===== src/rtl/norm_unit.sv =====
// Iterative left-shift normaliser that returns the shifted operand and the shift amount.
// Compile-time option: SIGNED_NORM_EN enables the signed (redundant-sign-bit) normalisation test.
module norm_unit #(
    parameter int WIDTH = 16,
    parameter int AMT_W = 4
) (
    input  logic             clk,
    input  logic             rst,
    input  logic             in_valid,
    output logic             in_ready,
    input  logic [WIDTH-1:0] in_data,
    input  logic             in_signed,
    output logic             out_valid,
    input  logic             out_ready,
    output logic [WIDTH-1:0] out_data,
    output logic [AMT_W-1:0] out_amt,
    output logic             out_zero
);

    typedef enum logic [1:0] {
        IDLE  = 2'd0,
        SHIFT = 2'd1,
        WB    = 2'd2,
        DONE  = 2'd3
    } state_t;

    localparam logic [AMT_W-1:0] CNT_MAX = AMT_W'(WIDTH - 1);

    state_t           state;
    state_t           state_nx;
    logic [WIDTH-1:0] sreg;
    logic [AMT_W-1:0] cnt;
    logic             mode;
    logic             mode_in;
    logic             accept;
    logic             stop;
    logic             in_zero;

    function automatic logic is_norm(input logic [WIDTH-1:0] v, input logic sgn);
        if (sgn)
            return v[WIDTH-1] != v[WIDTH-2];
        else
            return v[WIDTH-1];
    endfunction

`ifdef SIGNED_NORM_EN
    assign mode_in = in_signed;
`else
    // The port stays on the interface but carries no meaning in this build.
    logic unused_signed;
    assign unused_signed = in_signed;
    assign mode_in       = 1'b0;
`endif

    assign in_ready  = (state == IDLE) && !rst;
    assign accept    = in_valid && in_ready;
    assign in_zero   = (in_data == '0);
    assign stop      = is_norm(sreg, mode) || (cnt == CNT_MAX);
    assign out_valid = (state == DONE);

    always_ff @(posedge clk or posedge rst) begin
        if (rst)
            state <= IDLE;
        else
            state <= state_nx;
    end

    // WB gives one registered cycle between the final shift decision and out_valid.
    always_comb begin
        state_nx = state;
        case (state)
            IDLE:    if (accept) state_nx = in_zero ? WB : SHIFT;
            SHIFT:   if (stop) state_nx = WB;
            WB:      state_nx = DONE;
            DONE:    if (out_ready) state_nx = IDLE;
            default: state_nx = IDLE;
        endcase
    end

    always_ff @(posedge clk) begin
        if (accept) begin
            sreg <= in_data;
            cnt  <= '0;
            mode <= mode_in;
        end else if (state == SHIFT && !stop) begin
            sreg <= {sreg[WIDTH-2:0], 1'b0};
            cnt  <= cnt + 1'b1;
        end
    end

    always_ff @(posedge clk or posedge rst) begin
        if (rst) begin
            out_data <= '0;
            out_amt  <= '0;
            out_zero <= 1'b0;
        end else if (accept && in_zero) begin
            out_data <= '0;
            out_amt  <= '0;
            out_zero <= 1'b1;
        end else if (state == SHIFT && stop) begin
            out_data <= sreg;
            out_amt  <= cnt;
            out_zero <= 1'b0;
        end
    end

endmodule

===== config.mk =====
export PLATFORM = sky130hd
export DESIGN_NAME = norm_unit
export DESIGN_NICKNAME = d
export VERILOG_FILES = /design/src/rtl/norm_unit.sv
export SDC_FILE = /design/constraint.sdc
export NUM_CORES = 1
export LEC_CHECK = 0
export ABC_AREA = 1
export BUFFER_PORTS_ARGS = -buffer_cell sky130_fd_sc_hd__buf_4
export CAP_MARGIN = 20
export CORE_ASPECT_RATIO = 1.25
export CORE_MARGIN = 8
export CORE_UTILIZATION = 56
export CTS_BUF_LIST = sky130_fd_sc_hd__clkbuf_8
export CTS_CLUSTER_DIAMETER = 50
export CTS_CLUSTER_SIZE = 12
export DETAILED_ROUTE_END_ITERATION = 7
export PLACE_DENSITY = 0.81
export SLEW_MARGIN = 20
export SYNTH_ARGS = -nofsm -noshare
export SYNTH_HDL_FRONTEND = slang
export SYNTH_SLANG_ARGS = --single-unit

===== constraint.sdc =====
create_clock -name clk -period 2.05 [get_ports clk]
set_clock_uncertainty 0.15 [all_clocks]
set_input_delay 0 -clock clk [delete_from_list [all_inputs] [get_ports clk]]
set_output_delay 0 -clock clk [all_outputs]
set_load 0.005 [all_outputs]

### After elaboration in Yosys (flattened, before gate mapping)

Cells that the tools add are included.

| operators by class | value |
|---|---|
| add/subtract/negate cells | 1 |
| equal/unequal tests | 7 |
| multiplexer cells | 13 |
| reduce and logical (&&, ||, !) cells | 13 |

Operator list:

| cell | number |
|---|---|
| two-way mux 16 bit | 4 |
| logical NOT 16 bit | 1 |
| two-way mux 2 bit | 4 |
| two-way mux 4 bit | 2 |
| case mux 2 bit (4 select lines) | 1 |
| logical AND 1 bit | 5 |
| adder 4 x 1 -> 4 bit (second input constant) | 1 |
| equality test 2 bit (second input constant) | 2 |
| equality test 4 bit (second input constant) | 1 |
| inequality test 2 bit (second input constant) | 2 |
| nonzero test 2 bit | 2 |
| AND reduction 3 bit | 1 |
| equality test 2 x 1 -> 1 bit (second input constant) | 1 |
| logical NOT 1 bit | 2 |
| logical NOT 2 bit | 1 |
| two-way mux 1 bit | 2 |
| inequality test 2 x 1 -> 1 bit (second input constant) | 1 |
| logical OR 1 bit | 1 |

| storage, ports and cells | value |
|---|---|
| register bits | 43 |
| input port bits | 21 |
| output and inout bits | 23 |
| logic and storage cells | 40 |

### Logic depth before layout (Yosys ltp)

Gate-level depths: netlist of the first run.

| logic depth | value |
|---|---|
| depth after elaboration | 6 |
| mapped depth | 10 |
| mapped depth without buffers | 9 |

### Least setup slack after synthesis of the first run

Ideal clock, no wire load.

| timing | value |
|---|---|
| path type | flip-flop to flip-flop |
| start point | register state[0] |
| end point | register sreg[0], enable pin |
| library setup time | 0.373 ns |
| data arrival time | 1.324 ns |
| data required time | 1.527 ns |
| setup slack | 0.203 ns |
| stages on the path, launching flop included | 5 |
| path buffers | 0 |
| clock period less this slack | 1.847 ns |
| cells stage by stage | dfrtp_1 inv_1 ha_1 nand3_4 nand2_1 |

| between the ends | value |
|---|---|
| word-level cells in the longest chain between the ends | 4 |
| elaborated cells between the ends (all ways) | 6 |
| classes of those cells | eq/ne (1); reduce/logical (5) |

Ends and longest elaborated chain:

| what | line | RTL |
|---|---|---|
| start, declared | 29 | `state_t state;` |
| start signal, assigned | 65 | `state <= state_nx;` |
| logical NOT 2 bit | 55 | `assign in_ready = (state == IDLE) && !rst;` |
| logical AND 1 bit | 55 |  |
| logical AND 1 bit | 56 | `assign accept = in_valid && in_ready;` |
| nonzero test 2 bit (no source line) * | n/a |  |
| end signal, assigned | 82 | `sreg <= in_data;` |
| end signal, assigned | 86 | `sreg <= {sreg[WIDTH-2:0], 1'b0};` |
| end, declared | 31 | `logic [WIDTH-1:0] sreg;` |

Every way passes the cells marked *; elsewhere a longest branch is shown, timed or not.
A chain may end at the register's enable or synchronous reset.

### Worst setup path in the final report of the first run

| timing | value |
|---|---|
| start point | register state[0] |
| end point | register out_data[15] |

| between the ends | value |
|---|---|
| word-level cells in the longest chain between the ends | 5 |
| elaborated cells between the ends (all ways) | 8 |
| classes of those cells | eq/ne (1); mux (1); reduce/logical (6) |

Ends and longest elaborated chain:

| what | line | RTL |
|---|---|---|
| logical NOT 2 bit | 55 |  |
| logical AND 1 bit | 55 |  |
| logical AND 1 bit | 56 |  |
| logical AND 1 bit | 96 | `end else if (accept && in_zero) begin` |
| two-way mux 16 bit or nonzero test 2 bit (tied branches) | n/a |  |
| end signal, assigned | 101 | `out_data <= sreg;` |
| end, declared | 15 | `output logic [WIDTH-1:0] out_data,` |

Several ways; a longest one is shown, not always the timed one.

==> impl_metrics.env, run 1 <==
export IMPL_status="finished, final reports clean"
export IMPL_root_buffer="clkbuf_8"
export IMPL_drc=0
export IMPL_rsz0062_at_grt="no"
export IMPL_power_density_mw_per_mm2=1300
export IMPL_worst_slew_pin_slew_ps=361
export IMPL_seq_area_frac_synth_pct=53.8
export IMPL_wl_mm=4.58
export IMPL_setup_viol=0
export IMPL_period_minus_slack_ps=1810
export IMPL_cp_arrival_ps=1850
export IMPL_first_pass_iters=4
export IMPL_critical_path_buf_inv_count=3
export IMPL_hp_class="in2async"
export IMPL_ios=44
export IMPL_crit_path_max_fanout=21
export IMPL_viasPerCell=4.78
export IMPL_crit_type="reg2reg"
export IMPL_nFillCells=279
export IMPL_cts_tree="done"
export IMPL_cpMaxStageDelayCell="dfrtp_1"
export IMPL_drt_iter0_markers=196
export IMPL_post_route_util_pct=74.1
export IMPL_dieWidth_um=70.9
export IMPL_slowest_delay_ps=420
export IMPL_numPortBuffers=42
export IMPL_synthesis_nets=289
export IMPL_numClockSinks=43
export IMPL_final_layout_size_suffix_gt1_share_pct=17.9
export IMPL_htreeDepth=2
export IMPL_gp_congestion=0.782
export IMPL_clockBufferDepth=2
export IMPL_cpLargestDelayFamily="simple AND/OR/NAND/NOR gates"
export IMPL_path_clk_slew_ps=80
export IMPL_final_cell_mix="nand2_1 (117), buf_4 (47), inv_1 (40)"
export IMPL_ys_types=19
export IMPL_num_rows=25
export IMPL_grt_pass1_wl_mm=8.02
export IMPL_maxSlewViolCount=0
export IMPL_antenna_cells=0
export IMPL_grt_max_degree=25
export IMPL_setup_tns_ps=0
export IMPL_antenna_found_initial=0
export IMPL_vias=1763
export IMPL_postCtsSetupRepairBufs=0
export IMPL_core_area_mm2=0.00369
export IMPL_grt_pass1_vias=1753
export IMPL_hold_viol=0
export IMPL_hpwlAfterDp_mm=3.12
export IMPL_layout_commonest_cell="nand2_1"
export IMPL_multiInputGateArea_um2=757
export IMPL_cp_required_ps=2090
export IMPL_syn_to_final_growth_pct=29.4
export IMPL_cap_violations=0
export IMPL_critPathCaptureType="flop"
export IMPL_synth_cells=263
export IMPL_yosys_warnings=0
export IMPL_synth_avg_cell_area_um2=8.04
export IMPL_fin_crit_sh_pct=88.2
export IMPL_nets=354
export IMPL_die_h_um=84.7
export IMPL_overflow=0
export IMPL_worstSetupStartpointType="flop"
export IMPL_relSlewSlack_pct=75.9
export IMPL_p_leak_nw=1.51
export IMPL_syn_area_mm2=0.00211
export IMPL_seq_area_mm2=0.00114
export IMPL_clock_latency_ps=290
export IMPL_start_util_pct=57.3
export IMPL_grt_total_usage_pct=16.7
export IMPL_detail_route_antenna_nets=0
export IMPL_cts_inserted_buffers=5
export IMPL_die_area_mm2=0.00601
export IMPL_fmax_mhz=553
export IMPL_crit_chain="inv_1 -> ha_2 -> nand3_4 -> inv_2 -> nand3_4 -> nand2_1 -> inv_1"
export IMPL_peakVddDrop_uv=838
export IMPL_wire_per_inst_um=12.4
export IMPL_synth_seq_cells=43
[routing by layer]
layer / track usage (%) / vias to the layer above / wire length (um)
met1: 17.9 / 795 / 1920
met4: 6.26 / 0 / 68
met2: 28.7 / 40 / 2270
met3: 6.44 / 5 / 320
li1: - / 923 / -
met5: 0 / - / 0
[stage by stage]
step	hold WS (ps)	std cells	cell area, um2	worst slack [ps]	total power [mW]
2_1_floorplan	-119	263	2110	203	2.47
3_3_place_gp	7.17	342	2450	59.9	2.98
3_5_place_dp	18.1	342	2450	9.95	3.05
4_1_cts	260	369	2730	161	3.59
5_1_grt	325	369	2730	75.9	3.89
6_report	254	369	2730	242	3.56
[synth_stat cells]
cell type	n	share of area [%]
nand3_4	1	0.83
ha_1	5	3.0
nor2_1	21	3.7
clkbuf_1	1	0.18
edfxtp_1	16	23
buf_2	1	0.24
a21oi_1	5	1.2
o21ai_0	16	3.8
a21boi_0	1	0.36
nand3_2	1	0.47
buf_6	6	3.2
inv_1	38	6.7
dfxtp_1	4	3.8
nand3_1	4	0.95
buf_4	1	0.36
inv_2	1	0.18
dfrtp_1	23	27
nand2_1	117	21
nand2_2	1	0.30
[state kept, by name, indices dropped and copies added, names as in the netlist]
| signal | cells |
|---|---|
| out_data | 16 |
| cnt | 4 |
| state | 2 |
| out_zero | 1 |
| sreg | 16 |
| out_amt | 4 |
[cell families after synthesis]
family | synth area share (%)
AOI/OAI and AO/OA | 5.33
adders and majority gates | 2.96
buffers and inverters | 10.9
DFF | 53.8
and+or+nand+nor | 27.1
[power breakdown]
part | switching [mW] | internal (mW) | leakage (nW)
sequential | 0.208 | 1.33 | 0.474
clock | 0.274 | 0.229 | 0.0505
combinational | 0.825 | 0.696 | 0.984
[worst register-to-register path, cell delays in order, from the launching register on]
cell and delay (ps):
dfrtp_1 420, inv_1 100, ha_2 260, nand3_4 140, inv_2 200, nand3_4 250, nand2_1 150, inv_1 50
[repair_timing]
action / in CTS / in global routing
endpoints found under the hold margin: 44 / 0
resized for setup: 1 / 1
endpoints found under the setup margin: 20 / 1
hold buffers: 19 / 0
[final timing paths]
check | start | to | slack, ps | cells past startpoint
setup / recovery | state[0]$_DFFE_PP0P_ | out_data[15]$_DFFE_PP0P_ | 240 | 7
hold / removal | rst | out_data[11]$_DFFE_PP0P_ | 250 | 4
setup reg to reg | state[0]$_DFFE_PP0P_ | out_data[15]$_DFFE_PP0P_ | 240 | 7
hold reg to reg | out_zero$_DFFE_PP0P_ | out_zero$_DFFE_PP0P_ | 350 | 2
max in group asynchronous | rst | out_amt[3]$_DFFE_PP0P_ | 1260 | 4
min in group clk | out_zero$_DFFE_PP0P_ | out_zero$_DFFE_PP0P_ | 350 | 2
[layout make-up]
| cell class | count | area share, % |
|---|---|---|
| Sequential cell | 43 | 41.6 |
| Clock inverter | 3 | 0.458 |
| Clock buffer | 5 | 2.52 |
| Tap cell | 40 | 1.83 |
| Timing Repair Buffer | 67 | 20.6 |
| Multi-Input combinational cell | 172 | 27.7 |
| Inverter | 39 | 5.35 |
No activity file was read; power rests on OpenSTA's default activity.
==> run 2, diff against run 1 <==
==> config.mk (replaced) <==
export PLATFORM = sky130hd
export DESIGN_NAME = norm_unit
export DESIGN_NICKNAME = d
export VERILOG_FILES = /design/src/rtl/norm_unit.sv
export SDC_FILE = /design/constraint.sdc
export NUM_CORES = 1
export LEC_CHECK = 0
export BUFFER_PORTS_ARGS = -buffer_cell sky130_fd_sc_hd__buf_4
export CAP_MARGIN = 20
export CORE_ASPECT_RATIO = 1.25
export CORE_MARGIN = 8
export CORE_UTILIZATION = 45
export CTS_BUF_LIST = sky130_fd_sc_hd__clkbuf_8
export CTS_CLUSTER_DIAMETER = 50
export CTS_CLUSTER_SIZE = 12
export DETAILED_ROUTE_END_ITERATION = 7
export PLACE_DENSITY = 0.68
export SYNTH_ARGS = -nofsm -noshare
export SYNTH_HDL_FRONTEND = slang
export SYNTH_SLANG_ARGS = --single-unit
==> impl_metrics.env, run 2 <==
export IMPL_core_area_mm2=0.00410
export IMPL_top_layer_used="met4"
export IMPL_yosysTopAreaCell="dfrtp_1"
export IMPL_antenna_found_initial=0
export IMPL_ys_flop_type="dfrtp_1"
export IMPL_synth_seq_cells=43
export IMPL_synth_cells=201
export IMPL_critPathCaptureType="flop"
export IMPL_pre_cts_ws_ps=213
export IMPL_root_buffer="clkbuf_8"
export IMPL_relSlewSlack_pct=66.8
export IMPL_wl_mm=4.44
export IMPL_setup_ws_ps=72.5
export IMPL_p_leak_nw=1.26
export IMPL_post_route_util_pct=64.1
export IMPL_nFillCells=386
export IMPL_hp_class="in2reg"
export IMPL_wire_per_inst_um=13.5
export IMPL_dieWidth_um=74.4
export IMPL_gp_congestion=0.767
export IMPL_grt_max_degree=24
export IMPL_worst_hold_startpoint="out_ready"
export IMPL_antenna_cells=0
export IMPL_viasPerCell=4.83
export IMPL_synthTopCellsByCount="nand2_1 (90), dfrtp_1 (23), a21oi_1 (21)"
export IMPL_hold_depth=4
export IMPL_fmax_mhz=506
export IMPL_final_layout_size_suffix_gt1_share_pct=24.3
export IMPL_vias=1583
export IMPL_seq_area_frac_synth_pct=59.3
export IMPL_grt_pass1_vias=1621
export IMPL_cts_inserted_buffers=5
export IMPL_yosys_warnings=0
export IMPL_cp_required_ps=1940
export IMPL_cap_violations=0
export IMPL_ff2ff_setup_slack_ps=70
export IMPL_rr_worst_depth=5
export IMPL_worst_slew_pin_slew_ps=498
export IMPL_maxSlewViolCount=0
export IMPL_detail_route_antenna_nets=0
export IMPL_synth_avg_cell_area_um2=9.54
export IMPL_ios=44
export IMPL_hold_viol=0
export IMPL_overflow=0
export IMPL_synth_top_area_share_pct=30.0
export IMPL_drt_iter0_markers=97
export IMPL_synthTopCellsByArea="dfrtp_1 (30%), edfxtp_1 (25%), nand2_1 (18%)"
export IMPL_die_h_um=89.0
export IMPL_synth_most_common_cell="nand2_1"
export IMPL_grt_total_usage_pct=14.4
export IMPL_synth_async_reset_ratio_pct=53.5
export IMPL_num_rows=26
export IMPL_die_area_mm2=0.00662
export IMPL_worstSetupStartpointType="flop"
export IMPL_synthesis_nets=227
export IMPL_numClockSinks=43
export IMPL_nets=297
export IMPL_rsz0062_at_grt="no"
export IMPL_syn_area_mm2=0.00192
export IMPL_power_density_mw_per_mm2=1320
export IMPL_first_pass_iters=4
export IMPL_layout_commonest_cell="nand2_1"
export IMPL_setup_tns_ps=0
export IMPL_route_met3_wl_um=242
export IMPL_peakVddDrop_uv=615
export IMPL_path_clk_slew_ps=80
export IMPL_grt_pass1_wl_mm=7.33
export IMPL_final_cell_mix="nand2_1 (89), buf_4 (53), dfrtp_1 (23)"
export IMPL_holdPathEnd="state[0]$_DFFE_PP0P_"
export IMPL_synth_edf_count=16
export IMPL_crit_type="reg2reg"
export IMPL_status="finished, final reports clean"
export IMPL_clockBufferDepth=2
export IMPL_wl_met1_mm=1.87
export IMPL_setup_viol=0
export IMPL_cp_arrival_ps=1870
export IMPL_start_util_pct=46.8
export IMPL_r2r_end="sreg[0]$_SDFFCE_PN0P_"
export IMPL_r2r_start="state[1]$_DFFE_PP0P_"
export IMPL_largestRegisters="out_data (16), sreg (16)"
export IMPL_clock_latency_ps=290
export IMPL_hpwlAfterDp_mm=3.12
export IMPL_cts_tree="done"
export IMPL_dr_wl_met2_mm=2.27
export IMPL_numPortBuffers=42
export IMPL_ys_types=24
export IMPL_period_minus_slack_ps=1980
export IMPL_fin_crit_sh_pct=96.5
export IMPL_drc=0
export IMPL_syn_to_final_growth_pct=37.0
export IMPL_htreeDepth=2
export IMPL_crit_path_max_fanout=4
[run 2: cell count changes in the layout (fill, tap and decap cells not counted), moves of 2 or more]
cell / previous run / this run
inv_1: 40 / 6
nand2_1: 117 / 89
xor2_1: 0 / 3
a21oi_1: 5 / 21
nor2_1: 21 / 4
mux2i_1: 0 / 3
nor4_1: 0 / 4
buf_4: 47 / 53
nand3_4: 2 / 0
and3_1: 0 / 2
o21ai_0: 16 / 0
[run 2: cell families (layout without fill, tap and decap cells)]
group / count (synthesis) / in the layout / share of synthesized area (%)
and+or+nand+nor: 108 / 108 / 22.8
DFF: 43 / 43 / 59.3
AOI/OAI and AO/OA: 24 / 24 / 7.51
buffers and inverters: 14 / 85 / 3.59
adders and majority gates: 5 / 5 / 3.26
muxes: 4 / 4 / 2.15
xor gates and xnor gates: 3 / 3 / 1.37
[run 2: per-layer routing]
metal	up-vias	global-route usage, %
met4	0	4.29
met5	-	0
met3	4	4.38
li1	797	-
met2	42	25.0
met1	740	16.3
[run 2: stage by stage]
stage               total power, mW  hold WS, ps  cells  instance area [um2]
floorplan                      2.33         -140    201                 1920
global placement               2.89        -51.7    300                 2340
detailed placement             2.93        -47.6    300                 2340
CTS                            3.47         10.2    326                 2610
global route                   3.76         14.4    328                 2630
finish                         3.47         14.0    328                 2630
[run 2: worst max-delay path, stage by stage (launching register included)]
cell	delay [ps]
dfrtp_1	370
inv_1	90
ha_2	180
and2b_2	210
and3_1	180
dlygate4sd3_1	550
[run 2: what timing repair did]
item | in CTS | in global routing
buffers inserted | 0 | 2
gates resized for setup | 0 | 2
hold buffers | 18 | 0
hold endpoints to repair | 39 | 0
setup endpoints to repair | 0 | 1
[run 2: final cells by class]
class	instances	area [um2]	share of cell area (%)
clock buffer	5	68.8	2.62
clock inverter	3	16.3	0.619
inverter	5	18.8	0.715
multi-input combinational	144	718	27.3
sequential	43	1140	43.3
tap	56	70.1	2.67
timing repair buffer	72	598	22.8
[run 2: how the worst max path moves through the flow]
stage	cells after the start	slack, ps	endpoint	startpoint
after floorplan	6	130	sreg[0]$_SDFFCE_PN0P_	state[0]$_DFFE_PP0P_
final	5	70	sreg[0]$_SDFFCE_PN0P_	state[1]$_DFFE_PP0P_
after global routing	5	6	sreg[0]$_SDFFCE_PN0P_	state[1]$_DFFE_PP0P_
after detailed placement	8	210	out_zero$_DFFE_PP0P_	state[0]$_DFFE_PP0P_
after global placement	4	230	sreg[7]$_DFFE_PP_	cnt[0]$_SDFFE_PP0P_
after CTS	5	60	sreg[0]$_SDFFCE_PN0P_	state[0]$_DFFE_PP0P_
[run 2: power breakdown]
part	switching (mW)	leakage (nW)	total (mW)	internal, mW
clock	0.279	0.0453	0.512	0.233
sequential	0.209	0.471	1.54	1.34
combinational	0.693	0.743	1.41	0.716
total	1.18	1.26	3.47	2.28
==> run 3, diff against run 2 <==
--- a/config.mk
+++ b/config.mk
@@ -8,7 +8,6 @@
 export BUFFER_PORTS_ARGS = -buffer_cell sky130_fd_sc_hd__buf_4
 export CAP_MARGIN = 20
 export CORE_ASPECT_RATIO = 1.25
-export CORE_MARGIN = 8
 export CORE_UTILIZATION = 45
 export CTS_BUF_LIST = sky130_fd_sc_hd__clkbuf_8
 export CTS_CLUSTER_DIAMETER = 50
==> impl_metrics.env, run 3 (synthesis gave the netlist of run 2 again) <==
export IMPL_worst_hold_startpoint="out_ready"
export IMPL_numClockSinks=43
export IMPL_die_h_um=75.0
export IMPL_start_util_pct=46.8
export IMPL_dieWidth_um=60.4
export IMPL_antenna_cells=0
export IMPL_relSlewSlack_pct=66.2
export IMPL_grt_max_degree=24
export IMPL_p_clk_share_pct=15.5
export IMPL_num_rows=26
export IMPL_rsz0062_at_grt="no"
export IMPL_path_clk_slew_ps=70
export IMPL_cts_resized=0
export IMPL_grt_total_usage_pct=20.1
export IMPL_overflow=0
export IMPL_syn_to_final_growth_pct=37.1
export IMPL_setup_tns_ps=0
export IMPL_r2r_start="state[1]$_DFFE_PP0P_"
export IMPL_ios=44
export IMPL_setup_ws_ps=92.2
export IMPL_setup_viol=0
export IMPL_p_leak_nw=1.27
export IMPL_power_frac_comb_pct=40.0
export IMPL_rr_worst_depth=5
export IMPL_worstSetupStartpointType="flop"
export IMPL_cp_required_ps=1940
export IMPL_fin_crit_sh_pct=95.5
export IMPL_hp_class="in2reg"
export IMPL_power_switching_mw=1.17
export IMPL_final_cell_mix="nand2_1 (89), buf_4 (53), dfrtp_1 (23)"
export IMPL_largestRegisters="out_data (16), sreg (16)"
export IMPL_wire_per_inst_um=12.6
export IMPL_cts_inserted_buffers=5
export IMPL_peakVddDrop_uv=588
export IMPL_critPathCaptureType="flop"
export IMPL_numPortBuffers=42
export IMPL_root_buffer="clkbuf_8"
export IMPL_wl_mm=4.14
export IMPL_cp_arrival_ps=1850
export IMPL_crit_type="reg2reg"
export IMPL_core_area_mm2=0.00410
export IMPL_pre_cts_ws_ps=211
export IMPL_maxSlewViolCount=0
export IMPL_power_density_mw_per_mm2=1320
export IMPL_crit_path_max_fanout=4
export IMPL_p_int_mw=2.31
export IMPL_viasPerCell=4.83
export IMPL_first_pass_iters=4
export IMPL_clockBufferDepth=2
export IMPL_fmax_mhz=511
export IMPL_swShare_pct=33.5
export IMPL_finalPower_mw=3.48
export IMPL_ff2ff_setup_slack_ps=90
export IMPL_detail_route_antenna_nets=0
export IMPL_antenna_found_initial=0
export IMPL_period_minus_slack_ps=1960
export IMPL_clock_latency_ps=290
export IMPL_final_layout_size_suffix_gt1_share_pct=23.5
export IMPL_vias=1585
export IMPL_die_area_mm2=0.00453
export IMPL_nets=297
export IMPL_hold_viol=0
export IMPL_hold_depth=4
export IMPL_hpwlAfterDp_mm=2.75
export IMPL_cap_violations=0
export IMPL_grt_pass1_vias=1426
export IMPL_holdPathEnd="state[0]$_DFFE_PP0P_"
export IMPL_worst_slew_pin_slew_ps=507
export IMPL_cts_tree="done"
export IMPL_status="finished, final reports clean"
export IMPL_grt_pass1_wl_mm=6.55
export IMPL_gp_congestion=0.778
export IMPL_layout_commonest_cell="nand2_1"
export IMPL_pwr_share_seq_pct=44.4
export IMPL_htreeDepth=2
export IMPL_drc=0
export IMPL_drt_iter0_markers=62
export IMPL_r2r_end="sreg[0]$_SDFFCE_PN0P_"
-- run 3: worst max-delay path: stages (launching register included) --
cell	delay, ps
dfrtp_1	370
inv_1	80
ha_1	200
and2b_1	190
and3_1	170
dlygate4sd3_1	550
-- run 3: power groups by stage --
stage,clock (mW),sequential (mW),combinational [mW]
2_1_floorplan,0,1.55,0.786
3_3_place_gp,0,1.56,1.31
3_5_place_dp,0,1.57,1.34
4_1_cts,0.553,1.55,1.37
5_1_grt,0.583,1.60,1.58
6_report,0.540,1.55,1.39
-- run 3: metrics by stage --
stage               hold slack (ps)  utilization [%]  cells  cell area (um2)
floorplan                      -140                -    201             1920
global placement              -51.6             57.1    300             2340
detailed placement            -47.1             57.1    300             2340
CTS                            9.03             63.8    326             2610
global route                   42.3             64.1    328             2630
finish                         15.4             64.1    328             2630
-- run 3: final cells by class --
cell class                      instances  area (um2)
Clock buffer                            6        82.6
Sequential cell                        43        1140
Clock inverter                          2        8.76
Multi-Input combinational cell        144         714
Tap cell                               56        70.1
Timing Repair Buffer                   72         598
Inverter                                5        18.8
Fill cell                             375        1470
-- run 3: per-layer routing --
metal	wire [um]	GRT usage, %
met5	0	0
met2	2130	33.0
met3	222	4.98
met1	1740	26.0
met4	46	6.20
-- run 3: worst max-delay path by stage --
stage,startpoint,to
2_1_floorplan,state[0]$_DFFE_PP0P_,sreg[0]$_SDFFCE_PN0P_
3_3_place_gp,cnt[0]$_SDFFE_PP0P_,sreg[9]$_DFFE_PP_
3_5_place_dp,state[0]$_DFFE_PP0P_,sreg[7]$_DFFE_PP_
4_1_cts,state[0]$_DFFE_PP0P_,sreg[0]$_SDFFCE_PN0P_
5_1_grt,state[1]$_DFFE_PP0P_,sreg[0]$_SDFFCE_PN0P_
6_report,state[1]$_DFFE_PP0P_,sreg[0]$_SDFFCE_PN0P_
-- run 3: repair_timing --
item	4_1_cts	5_1_grt
endpoints found under the hold margin	39	0
setup endpoints to repair	0	1
hold buffers	18	0
buffers inserted	0	2
